### src/rtl/rv_core_sequencer.sv
// Multi-cycle RV32I control sequencer: fetch, decode, execute, memory and writeback
// over a single req/ack memory port, with PC and retired-instruction tracking.
module rv_core_sequencer #(
    parameter logic [31:0] RESET_PC = 32'h0000_0000
) (
    input  logic        clk,
    input  logic        rst,
    input  logic        enable,
    input  logic        mem_ack,
    input  logic [31:0] mem_rdata,
    input  logic [31:0] reg1_data,
    input  logic [31:0] reg2_data,
    input  logic [31:0] alu_result,
    input  logic        alu_branch,
    output logic        mem_req,
    output logic        mem_we,
    output logic [31:0] mem_addr,
    output logic [31:0] mem_wdata,
    output logic [6:0]  opcode,
    output logic [2:0]  funct3,
    output logic [6:0]  funct7,
    output logic [4:0]  rd,
    output logic [4:0]  rs1,
    output logic [4:0]  rs2,
    output logic [31:0] immediate,
    output logic        alu_source,
    output logic        reg_write_en,
    output logic [31:0] reg_write_data,
    output logic [31:0] pc,
    output logic        halt,
    output logic [31:0] retired
);

    localparam logic [6:0] OP_ALU    = 7'b0110011;
    localparam logic [6:0] OP_ALUI   = 7'b0010011;
    localparam logic [6:0] OP_LOAD   = 7'b0000011;
    localparam logic [6:0] OP_STORE  = 7'b0100011;
    localparam logic [6:0] OP_BRANCH = 7'b1100011;
    localparam logic [6:0] OP_JAL    = 7'b1101111;
    localparam logic [6:0] OP_JALR   = 7'b1100111;
    localparam logic [6:0] OP_LUI    = 7'b0110111;

    typedef enum logic [2:0] {
        ST_FETCH,
        ST_DECODE,
        ST_EXECUTE,
        ST_MEM,
        ST_WRITEBACK,
        ST_HALT
    } state_t;

    state_t      state;
    logic [31:0] ir;
    logic        fetch_busy;

    logic [31:0] dec_imm;
    logic        dec_legal;
    logic        dec_alu_src;

    logic        is_load;
    logic        is_store;
    logic        is_branch;
    logic        is_jal;
    logic        is_jalr;
    logic        fetch_active;
    logic [31:0] pc_plus4;
    logic [31:0] pc_offset;
    logic [31:0] data_addr;
    logic [31:0] branch_target;
    logic [31:0] jalr_target;
    logic [31:0] wb_pc;

    // Immediate selection and legality check on the raw instruction register.
    always_comb begin
        dec_imm     = '0;
        dec_legal   = 1'b0;
        dec_alu_src = 1'b0;
        case (ir[6:0])
            OP_ALU: begin
                dec_legal = 1'b1;
            end
            OP_ALUI: begin
                dec_legal   = 1'b1;
                dec_imm     = {{20{ir[31]}}, ir[31:20]};
                dec_alu_src = 1'b1;
            end
            OP_LOAD: begin
                dec_legal   = (ir[14:12] == 3'b010);
                dec_imm     = {{20{ir[31]}}, ir[31:20]};
                dec_alu_src = 1'b1;
            end
            OP_STORE: begin
                dec_legal   = (ir[14:12] == 3'b010);
                dec_imm     = {{20{ir[31]}}, ir[31:25], ir[11:7]};
                dec_alu_src = 1'b1;
            end
            OP_BRANCH: begin
                dec_legal = 1'b1;
                dec_imm   = {{19{ir[31]}}, ir[31], ir[7], ir[30:25], ir[11:8], 1'b0};
            end
            OP_JAL: begin
                dec_legal = 1'b1;
                dec_imm   = {{11{ir[31]}}, ir[31], ir[19:12], ir[20], ir[30:21], 1'b0};
            end
            OP_JALR: begin
                dec_legal = 1'b1;
                dec_imm   = {{20{ir[31]}}, ir[31:20]};
            end
            OP_LUI: begin
                dec_legal   = 1'b1;
                dec_imm     = {12'b0, ir[31:12]};
                dec_alu_src = 1'b1;
            end
            default: begin
                dec_legal = 1'b0;
            end
        endcase
    end

    always_comb begin
        is_load       = (opcode == OP_LOAD);
        is_store      = (opcode == OP_STORE);
        is_branch     = (opcode == OP_BRANCH);
        is_jal        = (opcode == OP_JAL);
        is_jalr       = (opcode == OP_JALR);
        pc_plus4      = pc + 32'd4;
        pc_offset     = pc + immediate;
        data_addr     = reg1_data + immediate;
        branch_target = alu_branch ? pc_offset : pc_plus4;
        jalr_target   = {data_addr[31:1], 1'b0};
        wb_pc         = (is_jal || is_jalr) ? pc : pc_plus4;
        fetch_active  = (state == ST_FETCH) && (enable || fetch_busy);
    end

    // Gated by rst so an abandoned request drops the moment reset asserts.
    assign mem_req = rst && (fetch_active || (state == ST_MEM));

    always_ff @(posedge clk or negedge rst) begin
        if (!rst) begin
            state          <= ST_FETCH;
            ir             <= '0;
            fetch_busy     <= 1'b0;
            pc             <= RESET_PC;
            mem_addr       <= RESET_PC;
            mem_we         <= 1'b0;
            mem_wdata      <= '0;
            opcode         <= '0;
            funct3         <= '0;
            funct7         <= '0;
            rd             <= '0;
            rs1            <= '0;
            rs2            <= '0;
            immediate      <= '0;
            alu_source     <= 1'b0;
            reg_write_en   <= 1'b0;
            reg_write_data <= '0;
            halt           <= 1'b0;
            retired        <= '0;
        end else begin
            reg_write_en <= 1'b0;
            case (state)
                ST_FETCH: begin
                    if (fetch_active) begin
                        if (mem_ack) begin
                            ir         <= mem_rdata;
                            fetch_busy <= 1'b0;
                            state      <= ST_DECODE;
                        end else begin
                            fetch_busy <= 1'b1;
                        end
                    end
                end
                ST_DECODE: begin
                    opcode     <= ir[6:0];
                    funct3     <= ir[14:12];
                    funct7     <= ir[31:25];
                    rd         <= ir[11:7];
                    rs1        <= ir[19:15];
                    rs2        <= ir[24:20];
                    immediate  <= dec_imm;
                    alu_source <= dec_alu_src;
                    if (dec_legal) begin
                        state <= ST_EXECUTE;
                    end else begin
                        halt  <= 1'b1;
                        state <= ST_HALT;
                    end
                end
                ST_EXECUTE: begin
                    if (is_load || is_store) begin
                        if (data_addr[1:0] != 2'b00) begin
                            halt  <= 1'b1;
                            state <= ST_HALT;
                        end else begin
                            mem_addr  <= data_addr;
                            mem_we    <= is_store;
                            mem_wdata <= reg2_data;
                            state     <= ST_MEM;
                        end
                    end else if (is_branch) begin
                        pc       <= branch_target;
                        mem_addr <= branch_target;
                        retired  <= retired + 32'd1;
                        state    <= ST_FETCH;
                    end else if (is_jal || is_jalr) begin
                        // Jumps redirect pc here; the link uses the pre-jump pc.
                        pc             <= is_jal ? pc_offset : jalr_target;
                        reg_write_data <= pc_plus4;
                        reg_write_en   <= 1'b1;
                        state          <= ST_WRITEBACK;
                    end else begin
                        reg_write_data <= alu_result;
                        reg_write_en   <= 1'b1;
                        state          <= ST_WRITEBACK;
                    end
                end
                ST_MEM: begin
                    if (mem_ack) begin
                        mem_we <= 1'b0;
                        if (is_store) begin
                            pc       <= pc_plus4;
                            mem_addr <= pc_plus4;
                            retired  <= retired + 32'd1;
                            state    <= ST_FETCH;
                        end else begin
                            reg_write_data <= mem_rdata;
                            reg_write_en   <= 1'b1;
                            state          <= ST_WRITEBACK;
                        end
                    end
                end
                ST_WRITEBACK: begin
                    pc       <= wb_pc;
                    mem_addr <= wb_pc;
                    retired  <= retired + 32'd1;
                    state    <= ST_FETCH;
                end
                ST_HALT: begin
                    halt <= 1'b1;
                end
                default: begin
                    halt  <= 1'b1;
                    state <= ST_HALT;
                end
            endcase
        end
    end

endmodule

### config.mk
export PLATFORM = sky130hd
export DESIGN_NAME = rv_core_sequencer
export DESIGN_NICKNAME = d
export VERILOG_FILES = /design/src/rtl/rv_core_sequencer.sv
export SDC_FILE = /design/constraint.sdc
export NUM_CORES = 1
export LEC_CHECK = 0
export ABC_CLOCK_PERIOD_IN_PS = 4400
export BUFFER_PORTS_ARGS = -buffer_cell sky130_fd_sc_hd__buf_2
export CAP_MARGIN = 15
export CORE_MARGIN = 1
export CORE_UTILIZATION = 50
export DETAILED_ROUTE_END_ITERATION = 12
export MAX_ROUTING_LAYER = met4
export PLACE_DENSITY = 0.74
export SKIP_LAST_GASP = 1
export SYNTH_ARGS = -nofsm -noshare
export SYNTH_HDL_FRONTEND = slang
export SYNTH_SLANG_ARGS = --single-unit
### constraint.sdc
create_clock -name clk -period 4.4 [get_ports clk]
set_input_delay 0.88 -clock clk [delete_from_list [all_inputs] [get_ports clk]]
set_output_delay 0.88 -clock clk [all_outputs]
set_load 0.005 [all_outputs]
# ---- After elaboration in Yosys (flattened, before gate mapping)
# Cells that the tools add are included.
dict set report classes {
  mux 50
  n_reduce_logical 25
  n_addsub 4
  n_eq_ne 34
  bitwise 3
}
# operator n
set ops {}
lappend ops {{2-to-1 mux 32 bit} 20}
lappend ops {{one-hot mux 32 bit (3 select lines)} 3}
lappend ops {{one-hot mux 32 bit (5 select lines)} 1}
lappend ops {{adder 32 bit} 2}
lappend ops {{one-hot mux 32 bit (2 select lines)} 1}
lappend ops {{equality test 7 bit (second input constant)} 6}
lappend ops {{adder 32 x 1 -> 32 bit (second input constant)} 1}
lappend ops {{adder 32 x 3 -> 32 bit (second input constant)} 1}
lappend ops {{equality test 7 x 6 -> 1 bit (second input constant)} 4}
lappend ops {{2-to-1 mux 3 bit} 8}
lappend ops {{inequality test 2 bit (second input constant)} 12}
lappend ops {{AND reduction 5 bit} 4}
lappend ops {{one-hot mux 3 bit (6 select lines)} 1}
lappend ops {{equality test 7 x 2 -> 1 bit (second input constant)} 2}
lappend ops {{2-to-1 mux 1 bit} 12}
lappend ops {{AND reduction 4 bit} 3}
lappend ops {{equality test 3 x 2 -> 1 bit (second input constant)} 3}
lappend ops {{inequality test 3 bit (second input constant)} 3}
lappend ops {{equality test 7 x 5 -> 1 bit (second input constant)} 1}
lappend ops {{equality test 3 bit (second input constant)} 2}
lappend ops {{one-hot mux 1 bit (2 select lines)} 3}
lappend ops {{AND reduction 3 bit} 2}
lappend ops {{OR reduction 3 bit} 2}
lappend ops {{OR reduction 6 bit} 1}
lappend ops {{11 further kinds} 18}
dict set report totals {
  register_bits 264
  inputBits 133
}

# ---- Depth between registers and ports, before layout
dict set report logic_depth {
  depth_word 6
  depth_mapped 13
  mapped_depth_nobuf 13
}

# ---- Least setup slack after synthesis
# No wires, ideal clock.
dict set report synth_path {
  path_kind {input -> register}
  startpoint {input port reg1_data[6]}
  endpoint {register mem_addr[31]}
  setup_time_ns 0.088
  cell_stages 11
  path_slack_ns 1.156
  arrival_ns 3.155
  path_buffers 0
  cell_sequence {ha_1 -> a2111o_1 -> o21ai_0 -> a21oi_1 -> a21oi_1 -> a21oi_1 -> a2111oi_0 -> nor3_1 -> xnor2_1 -> or2_2 -> a41oi_1}
}
dict set report synth_via {
  elab_chain_cells 4
}
# item line
set synth_lines {}
lappend synth_lines {{start: declaration} 11} ;# input logic [31:0] reg1_data,
lappend synth_lines {{adder 32 bit} 128} ;# data_addr = reg1_data + immediate;
lappend synth_lines {{2-to-1 mux 32 bit} 191} ;# if (data_addr[1:0] != 2'b00) begin
lappend synth_lines {{2-to-1 mux 32 bit} 190} ;# if (is_load || is_store) begin
lappend synth_lines {{one-hot mux 32 bit (3 select lines)} 161} ;# case (state)
lappend synth_lines {{end signal: assignment} 195} ;# mem_addr <= data_addr;
lappend synth_lines {{end signal: assignment} 202} ;# mem_addr <= branch_target;
lappend synth_lines {{end signal: assignment} 222} ;# mem_addr <= pc_plus4;
lappend synth_lines {{end: declaration} 17} ;# output logic [31:0] mem_addr,
# No other way between the ends. The select of a mux whose other input is x is not followed.
# A chain may end at the register's enable or synchronous reset.

# ---- Final worst setup path
dict set report layout_path {
  startpoint {register immediate[30]}
  endpoint {register mem_addr[30]}
}
dict set report layout_via {
  elab_chain_cells 5
  elab_cells_between_ends 7
}
# item line
set layout_lines {}
lappend layout_lines {{start: declaration} 25} ;# output logic [31:0] immediate,
lappend layout_lines {{start signal: assignment} 180} ;# immediate <= dec_imm;
lappend layout_lines {{adder 32 bit} 127} ;# pc_offset = pc + immediate;
lappend layout_lines {{2-to-1 mux 32 bit} 129} ;# branch_target = alu_branch ? pc_offset : pc_plus4;
lappend layout_lines {{2-to-1 mux 32 bit} 200} ;# end else if (is_branch) begin
lappend layout_lines {{2-to-1 mux 32 bit *} 190}
lappend layout_lines {{one-hot mux 32 bit (3 select lines) *} 161}
# Mark *: on every way between the ends. The rest lies on a longest branch, timed or not. The select of a mux whose other input is x is not followed.

==> flow_summary.ini <==
[status]
outcome = complete, no violations

[setup_path]
required_ns = 4.86
startpoint = immediate[30]
critPathBufInv = 0
path_delay_family = compound AO/OA/AOI/OAI gates
critPathKind = reg -> reg
worstSetupStartpointType = flip-flop
crit_fanout = 19
max_stage_delay_ns = 0.91
end_kind = flip-flop
critical_path_arrival_ns = 4.16
critical_path.cell_chain = ha_1, a21oi_1, o21ai_0, nor3_1, o311ai_0, and2_1, a41o_1, o21ai_1, nand2_1, a311oi_1
critPathSlowestCell = dfrtp_1
worst_r2r_startpoint = immediate[30]

[floorplanning]
row_count = 66
die_area_sq_um = 34290
initial_utilization = 0.5118
core_sq_um = 32780
ios = 362
die_x_um = 185.2
die_y_um = 185.2

[global_routing]
gr-usage-all-layers = 0.3866
antenna_found_initial = 2
grt-ovfl-total = 0
grt_max_degree = 136
grt_pass1_vias = 16560
grt_pass1_wl_um = 97250

[yosys]
avgSynthCellArea_sq_um = 8.144
syn_area_sq_um = 16780
synth-edff-count = 0
synthSimpleGateAreaFrac = 0.2062
yosys-mux-area-fraction = 0.04266
ys_seq_area_frac = 0.3774
syn-instance-count = 2060
synthXorXnorAreaFrac = 0.06205
synth_cell_types = 76
synth_top_area_share = 0.3774
ys_top_cells_by_area = dfrtp_1 38%, nand2_1 9.4%, a21oi_1 5.4%, o21ai_0 4.9%, ha_1 4.8%
synth-seq-cells = 253
synth_compound_area_frac = 0.2181
synth_top_family_by_area = compound AO/OA/AOI/OAI gates
synth-main-ff-cell = dfrtp_1
synth.most_common_cell = nand2_1
synth.top_cells.by_count = 422 x nand2_1, 253 x dfrtp_1, 181 x a21oi_1
ys_warn_count = 0
async_reset_ff_frac = 1.000
syn-num-nets = 2259
synth_top_area_cell = dfrtp_1
synthAdderAreaFrac = 0.05012

[detailed_routing]
vias = 17400
route.detailed.drc = 0
routed_wirelength_um = 64750
drtPass1Iterations = 7
drtIter0Drc = 1864
routedWlPerCell_um = 22.89
ant_nets = 0
vias_per_cell = 6.151

[job]
timing.max_cap.violations = 0

[sta]
slew_headroom = 0.3121
drv_slew = 0
setup_viol = 0
whs_ns = 0.2864
worst_slew_pin_slew_ns = 1.024
final.period_utilization = 0.8408
fmax_ghz = 0.2703
fin_crit_ns = 3.700
hold_violations = 0
finalSetupTns_ns = 0
rsz0062_at_grt = false
finalClockSkew_ns = 0.005697

[finish]
nFillCells = 3018
multiInputGateArea_sq_um = 9764
seq_area_sq_um = 6331
drive_gt1_frac = 0.2235
utilization = 0.6088
nNetsFinal = 2563
finalNonFillerCells = 2829
area_growth_pct = 18.96

[clock_tree]
cts_made_buffers = 27
cts_tree = done
h-tree-depth = 1
clk_path_buf_depth = 3
cts_hold_buffers = 0
cts_setup_buffers = 0
root_buffer = clkbuf_16
cts_sinks = 253
clock_latency_ns = 0.55
cts_resized = 0
clkSlewWorstSetupHoldPaths_ns = 0.07

[placed_design]
dp.cells = 2777
dpl.hpwl_um = 49180
io_buffers = 361
place_congestion = 1.014

[power_and_ir_drop]
power.density_nw_per_um2 = 259.0
power.leakage_uw = 0.009961
peakVddDrop_mv = 0.2263
p_total_uw = 5168

[min_path]
min_path_type = in -> async
worst paths after layout:
path                            endpoint  slack, ns  depth (start not counted)
max in group asynchronous         ir[26]       2.94                          2
min in group clk           mem_wdata[22]       0.46                          2
max                         mem_addr[30]       0.70                         10
max reg2reg                 mem_addr[30]       0.70                         10
min                          retired[26]       0.29                          1
min reg2reg                mem_wdata[22]       0.46                          2
layout by cell type (no fill, tap or decap), types with 11 or more instances in the layout:
| cell | instances |
|---|---|
| buf_4 | 51 |
| inv_1 | 32 |
| nand3_1 | 47 |
| o21a_1 | 12 |
| and2_1 | 14 |
| mux2_2 | 44 |
| xor2_1 | 42 |
| o211ai_1 | 21 |
| nor2_1 | 160 |
| nor2b_1 | 14 |
| and3_1 | 20 |
| mux2i_1 | 22 |
| o21ai_0 | 161 |
| clkbuf_16 | 27 |
| ha_1 | 64 |
| a21oi_1 | 181 |
| a211oi_1 | 26 |
| nand2_1 | 422 |
| a22oi_1 | 18 |
| xnor2_1 | 75 |
| a21o_1 | 28 |
| a221oi_1 | 19 |
| o22ai_1 | 11 |
| nand4_1 | 16 |
| a31oi_1 | 21 |
| buf_2 | 360 |
| dfrtp_1 | 253 |
| nor3_1 | 47 |
| o31ai_1 | 11 |
cell type report:
cell class,count,share of cell area
clock buffer,38,0.03993
sequential,253,0.3172
tap,442,0.02771
multi-input combinational,1636,0.4892
timing repair buffer,413,0.1112
clock inverter,12,0.008213
inverter,33,0.006207
antenna,2,0.0002508
state kept, by name (all words and copies together) (netlist names):
signal and flops:
mem_wdata 32, mem_addr 32, funct3 3, alu_source 1, funct7 7, fetch_busy 1
halt 1, pc 32, mem_we 1, ir 32, rs2 5, rs1 5
retired 32, rd 5, reg_write_en 1, opcode 7, state 3, reg_write_data 32
immediate 21
kinds of logic (layout without fill, tap and decap cells):
family,after synthesis,after routing
fa+ha+maj,66,66
simple gates,796,796
compound gates,590,590
flops,253,253
other cells,0,2
xor+xnor,118,118
buf+inv,171,496
mux,66,66
power by group:
part	total (uW)	switching (uW)	leakage, uW	internal [uW]
logic	328	202	0.00615	125
clock network	2470	1020	0.000475	1450
registers	2370	25.9	0.00333	2340
total	5170	1250	0.00996	3920
layer usage:
| metal | part of all wire | vias up | GRT usage |
|---|---|---|---|
| li1 | - | 7934 | - |
| met1 | 0.38 | 8264 | 0.4702 |
| met2 | 0.46 | 993 | 0.6032 |
| met3 | 0.10 | 211 | 0.08985 |
| met4 | 0.059 | 0 | 0.1914 |
| met5 | 0 | - | - |
stage by stage:
step	setup slack (ns)	cell area, sq um
6_report	0.7003	19960
5_1_grt	0.4819	19960
4_1_cts	0.7502	19950
3_5_place_dp	0.5701	18990
3_3_place_gp	0.6526	18990
2_1_floorplan	1.156	16780
Note: power is estimated with default switching activity, not from simulation.
